==> src/rtl/if_fetch_predict.sv <==
// Fetch stage: PC register, I-cache address and BTB + 2-bit counter branch prediction.
// Optional macro PRED_STATS_EN builds saturating resolved-branch / redirect counters.
module if_fetch_predict #(
    parameter logic [31:0] RESET_PC  = 32'h0000_0000,
    parameter int unsigned BTB_IDX_W = 4
) (
    input  logic        clk,
    input  logic        rst_n,
    input  logic        pc_write_en,
    input  logic        imem_ready,
    output logic [31:0] imem_addr,
    output logic [31:0] pc_plus4_out,
    output logic        pred_taken_out,
    output logic        fetch_valid,
    input  logic        ex_update_en,
    input  logic [31:0] ex_pc,
    input  logic        ex_taken,
    input  logic [31:0] ex_target,
    input  logic        ex_redirect_en,
    input  logic [31:0] ex_redirect_pc,
    output logic [31:0] stat_branches,
    output logic [31:0] stat_mispredicts
);
    localparam int unsigned ENTRIES   = 1 << BTB_IDX_W;
    localparam int unsigned TAG_W     = 32 - BTB_IDX_W - 2;
    localparam logic [1:0]  CTR_RESET = 2'b01;
    localparam logic [1:0]  CTR_ALLOC = 2'b10;
    localparam logic [1:0]  CTR_MAX   = 2'b11;
    localparam logic [1:0]  CTR_MIN   = 2'b00;

    logic [31:0]          pc_q, pc_d;
    logic [ENTRIES-1:0]   valid_q;
    logic [TAG_W-1:0]     tag_q    [ENTRIES];
    logic [31:0]          target_q [ENTRIES];
    logic [1:0]           ctr_q    [ENTRIES];

    logic [BTB_IDX_W-1:0] idx;
    logic [TAG_W-1:0]     pc_tag;
    logic                 hit;

    logic [BTB_IDX_W-1:0] ex_idx;
    logic [TAG_W-1:0]     ex_tag;
    logic                 ex_hit;
    logic                 upd_we;
    logic [31:0]          upd_target_d;
    logic [1:0]           upd_ctr_d;

    logic                 unused_pc_bits;
    assign unused_pc_bits = ^ex_pc[1:0];

    // Lookup on the registered PC; sees the table as it stood before this edge.
    assign idx            = pc_q[BTB_IDX_W+1:2];
    assign pc_tag         = pc_q[31:BTB_IDX_W+2];
    assign hit            = valid_q[idx] && (tag_q[idx] == pc_tag);
    assign pred_taken_out = hit & ctr_q[idx][1];

    assign imem_addr      = pc_q;
    assign pc_plus4_out   = pc_q + 32'd4;
    assign fetch_valid    = imem_ready & ~ex_redirect_en;

    // Redirect beats stall and miss; a taken prediction beats sequential fetch.
    always_comb begin
        pc_d = pc_q;
        if (ex_redirect_en) begin
            pc_d = ex_redirect_pc;
        end else if (!pc_write_en || !imem_ready) begin
            pc_d = pc_q;
        end else if (pred_taken_out) begin
            pc_d = target_q[idx];
        end else begin
            pc_d = pc_plus4_out;
        end
    end

    assign ex_idx = ex_pc[BTB_IDX_W+1:2];
    assign ex_tag = ex_pc[31:BTB_IDX_W+2];
    assign ex_hit = valid_q[ex_idx] && (tag_q[ex_idx] == ex_tag);

    // Resolution update: train on hit, allocate only on a taken miss.
    always_comb begin
        upd_we       = 1'b0;
        upd_target_d = target_q[ex_idx];
        upd_ctr_d    = ctr_q[ex_idx];
        if (ex_update_en) begin
            if (ex_hit) begin
                upd_we = 1'b1;
                if (ex_taken) begin
                    upd_target_d = ex_target;
                    upd_ctr_d    = (ctr_q[ex_idx] == CTR_MAX) ? CTR_MAX : 2'(ctr_q[ex_idx] + 2'd1);
                end else begin
                    upd_ctr_d    = (ctr_q[ex_idx] == CTR_MIN) ? CTR_MIN : 2'(ctr_q[ex_idx] - 2'd1);
                end
            end else if (ex_taken) begin
                upd_we       = 1'b1;
                upd_target_d = ex_target;
                upd_ctr_d    = CTR_ALLOC;
            end
        end
    end

    always_ff @(posedge clk or negedge rst_n) begin
        if (!rst_n) begin
            pc_q <= RESET_PC;
        end else begin
            pc_q <= pc_d;
        end
    end

    always_ff @(posedge clk or negedge rst_n) begin
        if (!rst_n) begin
            valid_q <= '0;
            for (int i = 0; i < int'(ENTRIES); i++) begin
                tag_q[i]    <= '0;
                target_q[i] <= '0;
                ctr_q[i]    <= CTR_RESET;
            end
        end else if (upd_we) begin
            valid_q[ex_idx]  <= 1'b1;
            tag_q[ex_idx]    <= ex_tag;
            target_q[ex_idx] <= upd_target_d;
            ctr_q[ex_idx]    <= upd_ctr_d;
        end
    end

`ifdef PRED_STATS_EN
    logic [31:0] stat_br_q, stat_br_d;
    logic [31:0] stat_mp_q, stat_mp_d;

    // Saturating event counters.
    always_comb begin
        stat_br_d = stat_br_q;
        stat_mp_d = stat_mp_q;
        if (ex_update_en && (stat_br_q != 32'hFFFF_FFFF)) begin
            stat_br_d = stat_br_q + 32'd1;
        end
        if (ex_redirect_en && (stat_mp_q != 32'hFFFF_FFFF)) begin
            stat_mp_d = stat_mp_q + 32'd1;
        end
    end

    always_ff @(posedge clk or negedge rst_n) begin
        if (!rst_n) begin
            stat_br_q <= '0;
            stat_mp_q <= '0;
        end else begin
            stat_br_q <= stat_br_d;
            stat_mp_q <= stat_mp_d;
        end
    end

    assign stat_branches    = stat_br_q;
    assign stat_mispredicts = stat_mp_q;
`else
    assign stat_branches    = 32'd0;
    assign stat_mispredicts = 32'd0;
`endif

endmodule
==> config.mk <==
export PLATFORM = sky130hd
export DESIGN_NAME = if_fetch_predict
export DESIGN_NICKNAME = d
export VERILOG_FILES = /design/src/rtl/if_fetch_predict.sv
export SDC_FILE = /design/constraint.sdc
export NUM_CORES = 2
export LEC_CHECK = 0
export CAP_MARGIN = 40
export CELL_PAD_IN_SITES_DETAIL_PLACEMENT = 0
export CELL_PAD_IN_SITES_GLOBAL_PLACEMENT = 1
export CORE_ASPECT_RATIO = 1.4
export CORE_UTILIZATION = 45
export CTS_CLUSTER_SIZE = 8
export DETAILED_ROUTE_END_ITERATION = 8
export HOLD_SLACK_MARGIN = 0.02
export PLACE_DENSITY = 0.76
export SLEW_MARGIN = 10
export SYNTH_ARGS = -nofsm -noshare
export SYNTH_HDL_FRONTEND = slang
export SYNTH_SLANG_ARGS = --single-unit
==> constraint.sdc <==
create_clock -name clk -period 5.9 [get_ports clk]
set_input_delay 1.77 -clock clk [delete_from_list [all_inputs] [get_ports clk]]
set_output_delay 1.77 -clock clk [all_outputs]
set_load 0.005 [all_outputs]
==> impl_metrics.py <==
metrics = {
    "floorplan": {
        "fp-row-count": 153,
        "die_w_um": 302,
        "dieArea_sq_mm": 0.128,
        "io_pins": 233,
        "initial_core_util_pct": 45.5,
        "core_sq_mm": 0.125,
        "die_height_um": 422,
    },
    "power_and_ir_drop": {
        "p_per_area_mw_per_mm2": 322,
        "peakVddDrop_v": 0.000281,
        "p_leak_nw": 29.5,
    },
    "grt": {
        "overflow": 0,
        "antenna_found_initial": 5,
        "grt_max_degree": 123,
        "first_global_vias": 39600,
        "track_usage_pct": 29.4,
        "grt_pass1_wl_um": 274000,
    },
    "cts": {
        "cts_root_buf": "clkbuf_16",
        "cts_made_buffers": 143,
        "h-tree-depth": 4,
        "tritoncts": "built",
        "clock_latency_ns": 0.78,
        "clk_path_buf_depth": 3,
        "cts_sinks": 1008,
        "clkTransAtPathRegs_ns": 0.05,
    },
    "final_layout": {
        "final_common_cell": "dfrtp_1",
        "layout.nets": 4223,
        "mostFrequentLayoutCells": "dfrtp_1, mux2_2, mux4_2",
        "final_cells": 5777,
        "area_growth_pct": 16.8,
        "drive_gt1_share_pct": 38.9,
    },
    "logic_synthesis": {
        "async_flop_share_pct": 100,
        "ys.warnings.count": 0,
        "ys_types": 85,
        "netlist_area_sq_mm": 0.0568,
        "synth_ff_type": "dfrtp_1",
        "netlist_instances": 3859,
        "yosysSeqAreaShare_pct": 44.4,
        "ys_ff_latch": 1008,
        "synth_edf_count": 0,
        "avgSynthCellArea_sq_um": 14.7,
    },
    "critical_path": {
        "cpLargestDelayFamily": "buffers and inverters",
        "crit_path_start_kind": "flip-flop",
        "crit_fanout": 8,
        "r2r-start": "imem_addr[2]",
        "ff2ff_path_depth": 13,
        "worst-endpoint-arrival_ns": 3.97,
        "slowest_delay_ns": 0.56,
        "cpMostUsedCell": "nand4_1",
        "rrSetupSlack_ns": 1.30,
        "reg2reg_to": "imem_addr[27]",
        "path_class": "reg -> out",
        "cp_slowest_cell": "dfrtp_4",
        "crit_path_cell_trace": "bufbuf_16, buf_4, mux4_2, and4_1, a2111oi_0, nand3_1, nand4_1, nor4_2, nand4_1, buf_6, inv_1, dlygate4sd2_1",
        "required_ns": 4.13,
        "crit_buf_inv": 5,
        "endpoint_kind": "output pin",
    },
    "timing": {
        "setup-violations-final": 0,
        "min_period_ns": 5.74,
        "slew_violations": 0,
        "finalHoldViolCount": 0,
        "fin_ws_ns": 0.164,
        "period_share_pct": 97.2,
        "slew_headroom_pct": 36.1,
        "rsz0062_at_grt": "false",
        "tightestPinTransition_ns": 0.958,
        "skew_ns": 0.0426,
        "timing.fmax_mhz": 174,
    },
    "place": {
        "pre_cts_ws_ns": -0.0765,
        "gp_congestion": 0.958,
        "dp_hpwl_um": 121000,
        "dp_cells": 5568,
        "portBuffers": 166,
    },
    "routing": {
        "drt_iter0_drc": 3217,
        "finalWirelength_um": 183000,
        "ant_nets": 0,
        "routedWlPerCell_um": 31.7,
        "drc_errors": 0,
        "drt_first_pass_iters": 7,
        "dr_total_vias": 37700,
        "via_per_inst": 6.52,
    },
    "min_path": {
        "holdPathEnd": "ctr_q[16]",
        "hp-class": "reg -> reg",
        "whs_path_depth": 2,
        "hold_path.startpoint": "ctr_q[16]",
    },
    "outcome": {
        "status": "complete, no violations",
    },
    "job": {
        "cap_viol_max_count": 0,
    },
}
## power breakdown
| group | switching, W | internal (W) |
|---|---|---|
| Sequential | 0.000877 | 0.00800 |
| Clock | 0.00306 | 0.00447 |
| Combinational | 0.00234 | 0.00263 |
## layout make-up
| cell class | instances | area [sq um] |
|---|---|---|
| inverter | 37 | 150 |
| antenna | 3 | 7.51 |
| sequential | 1008 | 25300 |
| fill | 10300 | 58500 |
| clock inverter | 9 | 145 |
| multi-input combinational | 2432 | 29500 |
| tap | 1627 | 2040 |
| clock buffer | 164 | 3780 |
| timing repair buffer | 497 | 5480 |
## kinds of logic after synthesis
logic type / share of synthesized area [%]
simple gates: 3.73
mux: 42.8
other cells: 0.00660
fa+ha+maj: 0.0396
flops: 44.4
compound gates: 3.36
buf+inv: 4.56
xor+xnor: 1.08
## worst reg2reg max path, cell delays in order (launching register included)
cell       delay (ns)
dfrtp_4          0.43
buf_6            0.18
buf_12           0.13
bufbuf_16        0.31
mux4_2           0.65
xnor2_1          0.24
a21oi_1          0.12
nor4_1           0.32
nand4_1          0.14
nor4_1           0.71
nand3_2          0.48
buf_4            0.43
nor3_1           0.29
nor2_1           0.06
## state kept, by name, indices dropped and copies added, names as in the netlist
| signal | count |
|---|---|
| ctr_q | 32 |
| imem_addr | 32 |
| tag_q | 416 |
| target_q | 512 |
| valid_q | 16 |
## how the worst max path moves through the flow
stage | cells after the start | to | from | slack, ns
global placement | 13 | target_q[137] | ex_pc[3] | -0.07
finish | 12 | pred_taken_out | imem_addr[3] | 0.16
global route | 12 | pred_taken_out | imem_addr[3] | 0.003
floorplan | 11 | target_q[160] | ex_pc[2] | 0.49
detailed placement | 13 | target_q[128] | ex_pc[3] | -0.08
CTS | 10 | pc_plus4_out[31] | imem_addr[5] | 0.04
## per-layer routing
layer	vias up	routed length, um	global-route usage [%]
met2	1648	88900	47.3
met5	-	55	0
li1	15300	-	-
met3	443	13200	6.01
met1	20300	71400	37.8
met4	6	9630	14.4
## timing repair
action,in CTS,in global routing
gates resized for setup,55,6
setup endpoints to repair,5,4
pin swaps,8,0
hold buffers,0,0
buffers inserted,26,1
cloned,6,0
## cell usage after synthesis, types with 9 or more instances
master / n / area share [%]
dfrtp_1: 992 / 44
mux2_2: 516 / 10
mux4_2: 509 / 20
mux2_1: 490 / 9.7
clkbuf_1: 184 / 1.2
mux2i_1: 144 / 2.5
buf_2: 90 / 0.79
buf_4: 79 / 1.0
nand2_1: 70 / 0.46
o21ai_0: 55 / 0.48
buf_6: 50 / 0.99
xnor2_1: 49 / 0.76
nor2_1: 46 / 0.30
buf_1: 42 / 0.28
a21oi_1: 38 / 0.33
and3_1: 37 / 0.41
nand3_1: 35 / 0.31
inv_1: 34 / 0.22
nand2b_1: 31 / 0.34
nand4_1: 25 / 0.28
nor4_1: 24 / 0.26
a22oi_1: 23 / 0.30
xor2_1: 21 / 0.32
o22ai_1: 17 / 0.19
dfstp_2: 16 / 0.74
o2bb2ai_1: 16 / 0.25
nor3_1: 15 / 0.13
a221oi_1: 11 / 0.17
and4_1: 11 / 0.17
nor2b_1: 11 / 0.12
a211o_1: 10 / 0.15
a31oi_1: 10 / 0.11
nand3_4: 10 / 0.31
nand3b_1: 9 / 0.12
o221ai_1: 9 / 0.14
## per-stage QoR
step | power (W) | utilization [%] | hold WS (ns) | setup TNS, ns | area (sq um)
2_1_floorplan | 0.0119 | - | 0.442 | 0 | 57100
3_3_place_gp | 0.0135 | 49.3 | 0.457 | -6.22 | 61500
3_5_place_dp | 0.0137 | 49.3 | 0.458 | -6.93 | 61600
4_1_cts | 0.0214 | 53.1 | 0.470 | 0 | 66300
5_1_grt | 0.0222 | 53.1 | 0.486 | 0 | 66300
6_report | 0.0214 | 53.1 | 0.472 | 0 | 66300
(Power assumes the default switching activity.)
